File: src/rtl/operand_loader_pkg.sv
// Shared types and constants for the operand loader: state encoding and debounce defaults.
package operand_loader_pkg;

  typedef enum logic [1:0] {
    LOAD_X  = 2'd0,
    LOAD_Y  = 2'd1,
    LOAD_OP = 2'd2,
    READY   = 2'd3
  } state_e;

  localparam int DEBOUNCE_CYCLES_DEFAULT = 500000;
  localparam int OP_W = 2;

  // Counter must hold DEBOUNCE_CYCLES-1; keep at least one bit for degenerate settings.
  function automatic int cnt_width(input int cycles);
    return (cycles <= 2) ? 1 : $clog2(cycles);
  endfunction

endpackage

File: src/rtl/button_debounce.sv
// Synchronises the active-low load button, debounces it and emits a one-cycle
// pulse on each accepted release-to-press transition.
module button_debounce
  import operand_loader_pkg::*;
#(
  parameter int DEBOUNCE_CYCLES = DEBOUNCE_CYCLES_DEFAULT
) (
  input  logic clk,
  input  logic reset,
  input  logic btn_n,
  output logic press_pulse
);

  localparam int CNT_W = cnt_width(DEBOUNCE_CYCLES);
  localparam logic [CNT_W-1:0] CNT_MAX = CNT_W'(DEBOUNCE_CYCLES - 1);

  logic             btn_s1_q, btn_s2_q;
  logic [CNT_W-1:0] cnt_q, cnt_d;
  logic             level_q, level_d;
  logic             pulse_q, pulse_d;
  logic             pressed_raw_s;

  always_comb begin
    pressed_raw_s = ~btn_s2_q;
    cnt_d         = cnt_q;
    level_d       = level_q;
    pulse_d       = 1'b0;
    if (pressed_raw_s != level_q) begin
      if (cnt_q == CNT_MAX) begin
        level_d = pressed_raw_s;
        cnt_d   = '0;
        pulse_d = pressed_raw_s;
      end else begin
        cnt_d = cnt_q + 1'b1;
      end
    end else begin
      cnt_d = '0;
    end
  end

  // Sync flops reset to the released level so reset never looks like a press.
  always_ff @(posedge clk or posedge reset) begin
    if (reset) begin
      btn_s1_q <= 1'b1;
      btn_s2_q <= 1'b1;
      cnt_q    <= '0;
      level_q  <= 1'b0;
      pulse_q  <= 1'b0;
    end else begin
      btn_s1_q <= btn_n;
      btn_s2_q <= btn_s1_q;
      cnt_q    <= cnt_d;
      level_q  <= level_d;
      pulse_q  <= pulse_d;
    end
  end

  assign press_pulse = pulse_q;

endmodule

File: src/rtl/operand_loader.sv
// Loads x, y and operation from slide switches, one field per debounced press.
// Optional OPERAND_CLEAR_EN: clear all fields when leaving READY.
module operand_loader
  import operand_loader_pkg::*;
#(
  parameter int DEBOUNCE_CYCLES = DEBOUNCE_CYCLES_DEFAULT,
  parameter int DATA_W          = 4
) (
  input  logic              clk,
  input  logic              reset,
  input  logic [DATA_W-1:0] sw,
  input  logic [OP_W-1:0]   op_sw,
  input  logic              btn_n,
  output logic [DATA_W-1:0] x,
  output logic [DATA_W-1:0] y,
  output logic [OP_W-1:0]   operation,
  output logic              valid,
  output logic [1:0]        stage
);

  logic              press_pulse_s;
  logic [DATA_W-1:0] sw_s1_q, sw_s2_q;
  logic [OP_W-1:0]   op_s1_q, op_s2_q;
  state_e            state_q, state_d;
  logic [DATA_W-1:0] x_q, x_d, y_q, y_d;
  logic [OP_W-1:0]   op_q, op_d;
  logic              valid_q, valid_d;

  button_debounce #(
    .DEBOUNCE_CYCLES(DEBOUNCE_CYCLES)
  ) u_debounce (
    .clk        (clk),
    .reset      (reset),
    .btn_n      (btn_n),
    .press_pulse(press_pulse_s)
  );

  always_comb begin
    state_d = state_q;
    x_d     = x_q;
    y_d     = y_q;
    op_d    = op_q;
    if (press_pulse_s) begin
      case (state_q)
        LOAD_X: begin
          x_d     = sw_s2_q;
          state_d = LOAD_Y;
        end
        LOAD_Y: begin
          y_d     = sw_s2_q;
          state_d = LOAD_OP;
        end
        LOAD_OP: begin
          op_d    = op_s2_q;
          state_d = READY;
        end
        READY: begin
`ifdef OPERAND_CLEAR_EN
          x_d  = '0;
          y_d  = '0;
          op_d = '0;
`endif
          state_d = LOAD_X;
        end
        default: state_d = LOAD_X;
      endcase
    end else begin
      state_d = state_q;
    end
    // Registered from next state so valid rises on the same edge operation loads.
    valid_d = (state_d == READY);
  end

  always_ff @(posedge clk or posedge reset) begin
    if (reset) begin
      sw_s1_q <= '0;
      sw_s2_q <= '0;
      op_s1_q <= '0;
      op_s2_q <= '0;
      state_q <= LOAD_X;
      x_q     <= '0;
      y_q     <= '0;
      op_q    <= '0;
      valid_q <= 1'b0;
    end else begin
      sw_s1_q <= sw;
      sw_s2_q <= sw_s1_q;
      op_s1_q <= op_sw;
      op_s2_q <= op_s1_q;
      state_q <= state_d;
      x_q     <= x_d;
      y_q     <= y_d;
      op_q    <= op_d;
      valid_q <= valid_d;
    end
  end

  assign x         = x_q;
  assign y         = y_q;
  assign operation = op_q;
  assign valid     = valid_q;
  assign stage     = state_q;

endmodule

File: config.mk
export PLATFORM = sky130hd
export DESIGN_NAME = operand_loader
export DESIGN_NICKNAME = d
export VERILOG_FILES = /design/src/rtl/operand_loader_pkg.sv /design/src/rtl/button_debounce.sv /design/src/rtl/operand_loader.sv
export SDC_FILE = /design/constraint.sdc
export NUM_CORES = 1
export LEC_CHECK = 0
export BUFFER_PORTS_ARGS = -buffer_cell sky130_fd_sc_hd__buf_4
export CELL_PAD_IN_SITES_DETAIL_PLACEMENT = 2
export CELL_PAD_IN_SITES_GLOBAL_PLACEMENT = 2
export CORE_ASPECT_RATIO = 2
export CORE_MARGIN = 8
export CORE_UTILIZATION = 39
export CTS_CLUSTER_SIZE = 24
export DETAILED_ROUTE_END_ITERATION = 10
export GPL_ROUTABILITY_DRIVEN = 0
export PLACE_DENSITY_LB_ADDON = 0.1
export SLEW_MARGIN = 20
export SYNTH_ARGS = -nofsm -noshare
export SYNTH_HDL_FRONTEND = slang
export SYNTH_SLANG_ARGS = --single-unit
File: constraint.sdc
create_clock -name clk -period 1.65 [get_ports clk]
set_input_delay 0.0825 -clock clk [delete_from_list [all_inputs] [get_ports clk]]
set_output_delay 0.0825 -clock clk [all_outputs]
set_load 0.005 [all_outputs]
# Yosys cells after proc, flatten, opt, wreduce, memory -nomap -nowiden

Cells that the tools add are included.

Bits in registers: 48
Input bits: 9
Output and inout bits: 13
Word-level logic and storage cells: 33

Add/subtract/negate cells: 1
Equal/unequal tests: 6
Mux-type cells: 6
Bitwise operators: 1
Reductions and logical operators: 5

Operator list:

| operator              | number |
|---|---|
| $mux 19               | 2 |
| $add 19x1->19 const B | 1 |
| $eq 19x19->1 const B  | 1 |
| $pmux 2 s4            | 1 |
| $reduce_and 2->1      | 4 |
| $eq 2x2->1 const B    | 3 |
| $eq 2x1->1 const B    | 1 |
| $logic_not 2->1       | 1 |
| $mux 1                | 2 |
| $mux 2                | 1 |
| $ne 1x1->1            | 1 |
| $not 1->1             | 1 |

# Longest topological paths before layout

Gate-level depths: netlist of run 1.

Word-level depth: 4
Gate-level depth with buffers: 6

# Cells and area by module

From an unflattened synthesis of run 1, not the netlist that was laid out.

Cells, all modules: 159
Area total of the unflattened synthesis: 2,029.4 um2

Modules (own cells, without submodules):

| module          | instances | cells an instance | area each (um2) | seq. area each (um2) |
|---|---|---|---|---|
| button_debounce | 1         | 108               | 1,137.3         | 578.1 |
| operand_loader  | 1         | 51                | 892.1           | 625.6 |

# Least setup slack after synthesis of run 1

Ideal clock, no wire load.

Path kind: register to register
Start point: reg u_debounce.cnt_q[0]
End point: reg u_debounce.cnt_q[18]
Library setup time: 0.122 ns
Arrival: 1.393 ns
Data required time: 1.528 ns
Setup slack: 0.135 ns
Stages on the path, launching flop included: 6
Path through: dfrtp_1 -> ha_1 -> nand3_1 -> nor4_4 -> mux2i_1 -> nor3_2

Cells in the longest elaborated chain, start to end: 3
Elaborated cells between the ends (all ways): 4
Those cells by class: 1 x add/sub; 1 x eq/ne; 2 x mux

RTL lines:

| item                                          | line                                         | source |
|---|---|---|
| start: declaration                            | button_debounce.sv:18                        | `logic [CNT_W-1:0] cnt_q, cnt_d;` |
| start signal: assignment                      | button_debounce.sv:52                        | `cnt_q <= cnt_d;` |
| $add 19x1->19 or $eq 19x19->1 (tied branches) | button_debounce.sv:34, button_debounce.sv:29 |  |
| $mux 19 (*)                                   | button_debounce.sv:29                        | `if (cnt_q == CNT_MAX) begin` |
| $mux 19 (*)                                   | button_debounce.sv:28                        | `if (pressed_raw_s != level_q) begin` |
| net u_debounce.cnt_d[18]                      | button_debounce.sv:18                        |  |

Mark *: on every way through the listed nets, which the timed path passes. The rest lies on a longest branch.
A chain may end at the register's enable or synchronous reset.

# Final worst setup path of run 1

Start point: reg u_debounce.cnt_q[9]
End point: reg u_debounce.pulse_q, in the netlist u_debounce.press_pulse

Cells in the longest elaborated chain, start to end: 3

RTL lines:

| item                   | line                  | source |
|---|---|---|
| $eq 19x19->1           | button_debounce.sv:29 |  |
| $mux 1                 | button_debounce.sv:29 |  |
| $mux 1                 | button_debounce.sv:28 |  |
| net u_debounce.pulse_d | button_debounce.sv:20 | `logic pulse_q, pulse_d;` |
| end signal: assignment | button_debounce.sv:54 | `pulse_q <= pulse_d;` |
| end: declaration       | button_debounce.sv:20 |  |

The timed path passes the listed nets, and every way through them passes these cells.

==> results of run 1 <==
[synth_stat cells]
cell      instances
a211oi_1          1
a21bo_1           1
a21oi_1           2
and2_1            1
and3_1            2
buf_6             1
dfrtp_1          46
dfstp_2           2
ha_1              5
inv_1             6
mux2_2           10
mux2i_1           1
nand2_1          10
nand3_1           8
nand3b_1          1
nand4_1           2
nand4_4           1
nor2_1           22
nor3_1            3
nor3_2            1
nor4_1            4
nor4_4            2
nor4b_1           1
nor4b_2           1
nor4bb_1          1
o21ai_0           6
o21ai_4           1
o31ai_1           1
xnor2_1          13
xor2_1            3
[layer usage]
| layer | wire length (um) | up-vias | share of wire (%) |
|---|---|---|---|
| met5 | 0 | - | 0 |
| met4 | 112 | 0 | 2.2 |
| met3 | 90 | 8 | 1.8 |
| met2 | 3016 | 17 | 59 |
| met1 | 1897 | 743 | 37 |
| li1 | - | 662 | - |
[stage by stage]
step | power (mW) | instances | TNS [ns]
after floorplan | 1.271 | 159 | 0
after global placement | 1.307 | 257 | 0
after detailed placement | 1.313 | 257 | -0.5731
after CTS | 2.212 | 273 | -0.04143
after global routing | 2.268 | 278 | -0.02399
final | 2.183 | 278 | 0
[layout make-up]
| cell class | instances | area (um2) | area share, % |
|---|---|---|---|
| clock inverter | 3 | 47.55 | 1.780 |
| inverter | 6 | 22.52 | 0.8431 |
| multi-input combinational | 104 | 822.0 | 30.77 |
| clock buffer | 5 | 68.82 | 2.576 |
| tap | 58 | 72.57 | 2.717 |
| sequential | 48 | 1209 | 45.25 |
| timing repair buffer | 54 | 429.2 | 16.07 |
[power breakdown]
part           leakage [nW]  total, mW  switching [mW]  internal [mW]
registers             0.627       1.22          0.0158           1.20
clock network        0.0583      0.874           0.417          0.457
logic                 0.529     0.0928          0.0488         0.0440
[how the worst max path moves through the flow]
stage	from	end	slack, ns	depth (start not counted)
floorplan	u_debounce.cnt_q[0]	u_debounce.cnt_q[18]	0.13	5
global placement	u_debounce.cnt_q[9]	u_debounce.cnt_q[11]	0.02	6
detailed placement	u_debounce.cnt_q[9]	u_debounce.cnt_q[11]	-0.07	6
CTS	u_debounce.cnt_q[0]	u_debounce.cnt_q[14]	-0.03	5
global route	u_debounce.cnt_q[9]	u_debounce.press_pulse	-0.02	5
finish	u_debounce.cnt_q[9]	u_debounce.press_pulse	0.03	5
[logic make-up (layout without fill, tap and decap cells)]
group / count (synthesis) / in the layout
buf+inv: 7 / 68
xor+xnor: 16 / 16
mux: 11 / 11
compound gates: 12 / 12
simple gates: 60 / 60
fa+ha+maj: 5 / 5
flops: 48 / 48
[worst min-delay path: cells and delay by family]
family	cells	cell delay [ns]
buf+inv	3	0.97
[cell usage in the layout (no fill, tap or decap), types with 2 or more instances in the layout]
cell	instances
xor2_1	3
mux2_2	10
nand3_1	5
nor4_4	2
o21ai_0	6
clkinv_4	2
dlygate4sd3_1	8
clkbuf_8	5
nor3_1	3
dfrtp_2	4
ha_1	4
buf_4	45
nor4_2	2
and3_1	2
nand3_2	2
inv_1	5
nand4_1	2
xnor2_1	13
nor4_1	2
a21oi_1	2
nand2_1	10
dfstp_2	2
nor2_1	22
dfrtp_1	42
[state kept, by name, summed over array words and instances, names as in the netlist, 2 cells and up]
signal            cells
sw_s1_q               4
operation             2
y                     4
stage                 2
u_debounce.cnt_q     19
x                     4
op_s2_q               2
op_s1_q               2
sw_s2_q               4
[what timing repair did]
action	CTS	global route
endpoints found under the setup margin	19	17
pin swaps	1	2
buffers inserted	0	5
endpoints found under the hold margin	21	0
hold buffers	8	0
gates resized for setup	2	14
==> flow_metrics.py, run 1 <==
metrics = {
    "setup_path": {
        "reg2reg_depth": 5,
        "end_kind": "flop",
        "crit_fanout": 3,
        "reg2reg_slack_ns": 0.03,
        "crit_family": "simple AND/OR/NAND/NOR gates",
        "cp_slowest_stage_delay_ns": 0.40,
        "r2r_start": "u_debounce.cnt_q[9]",
        "arrival_ns": 1.80,
        "cp-start-kind": "flop",
        "crit_chain": "nor4b_2 -> buf_4 -> nand2_1 -> buf_4 -> nor4_1",
        "crit_slowest_cell": "dfrtp_1",
        "crit_top_cell": "buf_4",
        "r2r-end": "u_debounce.press_pulse",
        "critPathRequiredTime_ns": 1.84,
        "cp_num_buf_inv": 2,
        "crit_type": "flop to flop",
    },
    "yosys": {
        "synth_top_family_by_area": "simple AND/OR/NAND/NOR gates",
        "synth_xor_area_share_pct": 7.040,
        "synth_cell_type_count": 30,
        "syn_nets": 173,
        "yosysTopAreaCell": "dfrtp_1",
        "ys_seq_area_share_pct": 60.47,
        "yosys_warnings": 0,
        "synth_fa_ha_area_share_pct": 3.143,
        "ys_ff_latch": 48,
        "synth_area_leaders": "dfrtp_1 (58%), xnor2_1 (5.7%), mux2_2 (5.7%)",
        "yosys.area_share.simple_pct": 17.41,
        "syn_area_um2": 1991,
        "synth_compound_area_share_pct": 4.085,
        "synth_top_area_share_pct": 57.83,
        "syn_avg_cell_area_um2": 12.52,
        "syn_inst": 159,
        "synthMuxAreaShare_pct": 6.160,
    },
    "global_route": {
        "grt_pass1_vias": 1643,
        "grt_max_degree": 21,
        "top_usage_layer": "met2",
        "antenna_found_initial": 0,
        "gr-total-overflow": 0,
        "met3_usage_pct": 2.860,
        "globalRouteMet2Util_pct": 27.15,
        "use_met1_pct": 15.03,
        "grt_usage_pct": 14.56,
        "grt_pass1_wl_mm": 8.404,
    },
    "floorplan": {
        "die_h_um": 117.0,
        "fp-row-count": 37,
        "die_w_um": 66.52,
        "num_io_pins": 22,
        "start_util_pct": 39.45,
        "die_area_um2": 7785,
        "coreArea_um2": 5046,
    },
    "power_and_ir_drop": {
        "power_density_nw_per_um2": 817.2,
        "p_leak_nw": 1.214,
        "vdd_drop_max_v": 0.0007410,
    },
    "clocking": {
        "cts.sinks": 48,
        "htree_levels": 2,
        "cts_buffers": 5,
        "cts_root_buf": "clkbuf_8",
        "clockBufferDepth": 2,
        "clk_pin_slew_ns": 0.09,
        "tritoncts": "yes",
        "clkLatencyLatePin_ns": 0.30,
    },
    "drt": {
        "wirelength_mm": 5.116,
        "via_per_inst": 5.144,
        "wl_per_cell_um": 18.40,
        "drtIter0Drc": 48,
        "first_pass_iters": 4,
        "vias": 1430,
        "detail-route-antenna-nets": 0,
        "route.detailed.drc": 0,
    },
    "place": {
        "port_buffers": 21,
        "place_ws_ns": -0.06921,
        "dpl_cell_area_um2": 2360,
        "hpwl_mm": 3.646,
    },
    "sta": {
        "setup_ws_ns": 0.03348,
        "worst_slew_pin_slew_ns": 0.3848,
        "hold_slack_ns": 0.3215,
        "hold_violations": 0,
        "finClkSkew_ns": 0.005210,
        "maxSlewHeadroom_pct": 74.31,
        "rsz0062_at_grt": "true",
        "post-route-period-util_pct": 97.97,
        "setup_viol": 0,
        "fin_crit_ns": 1.617,
        "max_freq_mhz": 618.6,
        "slew_viol_final": 0,
    },
    "cells_and_area": {
        "drive_above_1_share_pct": 38.64,
        "nets": 233,
        "fill_cells": 513,
        "area_delta_synth_final_pct": 34.19,
        "design_area_um2": 2671,
        "final_core_util_pct": 52.94,
        "insertedDiodeCount": 0,
    },
    "status": {
        "status": "finished clean",
    },
    "run": {
        "cap_violations": 0,
    },
    "worst_hold_path": {
        "hp-class": "primary input to async pin",
    },
}
Note: power is estimated with default switching activity, not from simulation.
==> run 2: changes to the inputs <==
Settings changed: CELL_PAD_IN_SITES_DETAIL_PLACEMENT 2 to default, CELL_PAD_IN_SITES_GLOBAL_PLACEMENT 2 to default, CORE_UTILIZATION 39 to 57, CTS_CLUSTER_SIZE 24 to 40, GPL_TIMING_DRIVEN from default to 0, PLACE_DENSITY from default to 0.78, PLACE_DENSITY_LB_ADDON 0.1 to default.
==> run 2 against run 1 <==
Power decreased by 7.0%. Clock skew decreased by 0.0014 ns. Cell count decreased by 15%. Design area decreased by 6.9%. Hold slack improved by 0.016 ns. Highest routed layer unchanged. Core utilization increased by 21 points. Global-route usage decreased by 0.76 points. Critical path type unchanged. Combinational power decreased by 0.5%. Flip-flop and latch count unchanged. Sequential power about the same.
==> flow_metrics.py, run 2 (synthesis results as in run 1) <==
metrics = {
    "setup_path": {
        "end_kind": "flop",
        "reg2reg_slack_ns": 0.06,
        "r2r-end": "u_debounce.cnt_q[3]",
        "cp-start-kind": "flop",
        "r2r_start": "u_debounce.cnt_q[0]",
        "crit_fanout": 5,
        "crit_type": "flop to flop",
        "crit_path_end": "u_debounce.cnt_q[3]",
        "reg2reg_depth": 6,
        "arrival_ns": 1.77,
        "critPathRequiredTime_ns": 1.84,
        "crit_path_start": "u_debounce.cnt_q[0]",
    },
    "drt": {
        "drtIter0Drc": 23,
        "vias": 1314,
        "detail-route-antenna-nets": 0,
        "via_per_inst": 5.568,
        "first_pass_iters": 4,
        "wirelength_mm": 3.702,
        "wl_per_cell_um": 15.69,
        "route.detailed.drc": 0,
    },
    "sta": {
        "setup_ws_ns": 0.06370,
        "setup_viol": 0,
        "slew_viol_final": 0,
        "hold_violations": 0,
        "finClkSkew_ns": 0.003859,
        "rsz0062_at_grt": "true",
        "hold_slack_ns": 0.3373,
        "worst_slew_pin_slew_ns": 0.4124,
        "fin_crit_ns": 1.586,
        "max_freq_mhz": 630.4,
        "maxSlewHeadroom_pct": 72.47,
        "post-route-period-util_pct": 96.14,
    },
    "cells_and_area": {
        "largest_reg_flops": 19,
        "drive_above_1_share_pct": 33.33,
        "layout_common_cells": "dfrtp_1 (43), buf_4 (28), nor2_1 (22)",
        "fill_cells": 228,
        "area_delta_synth_final_pct": 24.89,
        "ff_latch_area_um2": 1207,
        "multi_input_area_um2": 797.0,
        "nets": 217,
        "design_area_um2": 2486,
        "fin_cells": 236,
        "final_common_cell": "dfrtp_1",
        "top_register": "u_debounce.cnt_q",
        "insertedDiodeCount": 0,
    },
    "clocking": {
        "cts.sinks": 48,
        "clockBufferDepth": 2,
        "htree_levels": 2,
        "cts_buffers": 5,
        "clk_pin_slew_ns": 0.09,
        "tritoncts": "yes",
        "cts_root_buf": "clkbuf_8",
        "clkLatencyLatePin_ns": 0.30,
    },
    "power_and_ir_drop": {
        "power_density_nw_per_um2": 816.4,
        "vdd_drop_max_v": 0.0008735,
        "p_leak_nw": 1.121,
    },
    "floorplan": {
        "die_w_um": 57.79,
        "die_h_um": 99.58,
        "start_util_pct": 58.93,
        "num_io_pins": 22,
        "die_area_um2": 5754,
        "coreArea_um2": 3378,
        "fp-row-count": 30,
    },
    "status": {
        "status": "finished clean",
    },
    "global_route": {
        "grt_max_degree": 31,
        "grt_usage_pct": 13.80,
        "antenna_found_initial": 0,
        "gr-total-overflow": 0,
        "grt_pass1_vias": 1364,
        "grt_pass1_wl_mm": 6.106,
    },
    "place": {
        "port_buffers": 21,
        "place_ws_ns": -0.1312,
        "dpl_cell_area_um2": 2208,
        "hpwl_mm": 2.662,
        "placedCellCount": 213,
    },
    "worst_hold_path": {
        "hp-class": "primary input to async pin",
    },
    "run": {
        "cap_violations": 0,
    },
}
run 2: per-stage QoR:
step           TNS (ns)  util [%]  power, mW
3_5_place_dp     -1.292     65.37      1.308
2_1_floorplan         0         -      1.271
3_3_place_gp     -2.991     64.78      1.295
6_report              0     73.59      2.030
4_1_cts               0     71.56      2.055
5_1_grt         -0.3916     73.59      2.104
run 2: area by class of cell:
type                    count  share of cell area (%)
plain buffers               1                  0.4529
clock buffers               6                   3.322
inverters                   6                  0.9059
well taps                  32                   1.610
multi-input cells         104                   32.06
flip-flops and latches     48                   48.57
repair buffers             37                   12.48
clock inverters             2                  0.6039
run 2: power by group:
group	leakage [nW]	switching, mW	internal [mW]	total (mW)
Clock	0.0434	0.383	0.339	0.722
Sequential	0.629	0.0148	1.20	1.22
Combinational	0.449	0.0450	0.0473	0.0923
Total	1.12	0.443	1.59	2.03
run 2: timing repair:
item / 4_1_cts / 5_1_grt
buffers inserted: 2 / 5
hold buffers: 8 / 0
endpoints found under the hold margin: 23 / 0
setup endpoints to repair: 14 / 18
pin swaps: 2 / 3
gates resized for setup: 3 / 9
run 2: layer usage:
metal / GRT usage (%) / part of all wire [%]
met5: 0 / 0
met4: 8.555 / 2.2
met3: 3.234 / 3.6
met2: 26.05 / 58
met1: 12.42 / 36
run 2: worst min path at each step:
stage                           to  slack [ns]  depth (start not counted)
2_1_floorplan  u_debounce.btn_s1_q        0.09                          0
3_3_place_gp   u_debounce.btn_s1_q        0.19                          1
3_5_place_dp            op_s1_q[1]        0.11                          2
4_1_cts                 op_s1_q[1]        0.34                          3
5_1_grt        u_debounce.btn_s2_q        0.35                          0
6_report                op_s1_q[1]        0.34                          3
run 2: worst max-delay path: stages (launching register included):
cell and delay (ns):
dfrtp_1 0.42, ha_2 0.24, and3_2 0.25, nand3_2 0.13, o21ai_4 0.21, buf_4 0.16, nor2_1 0.05
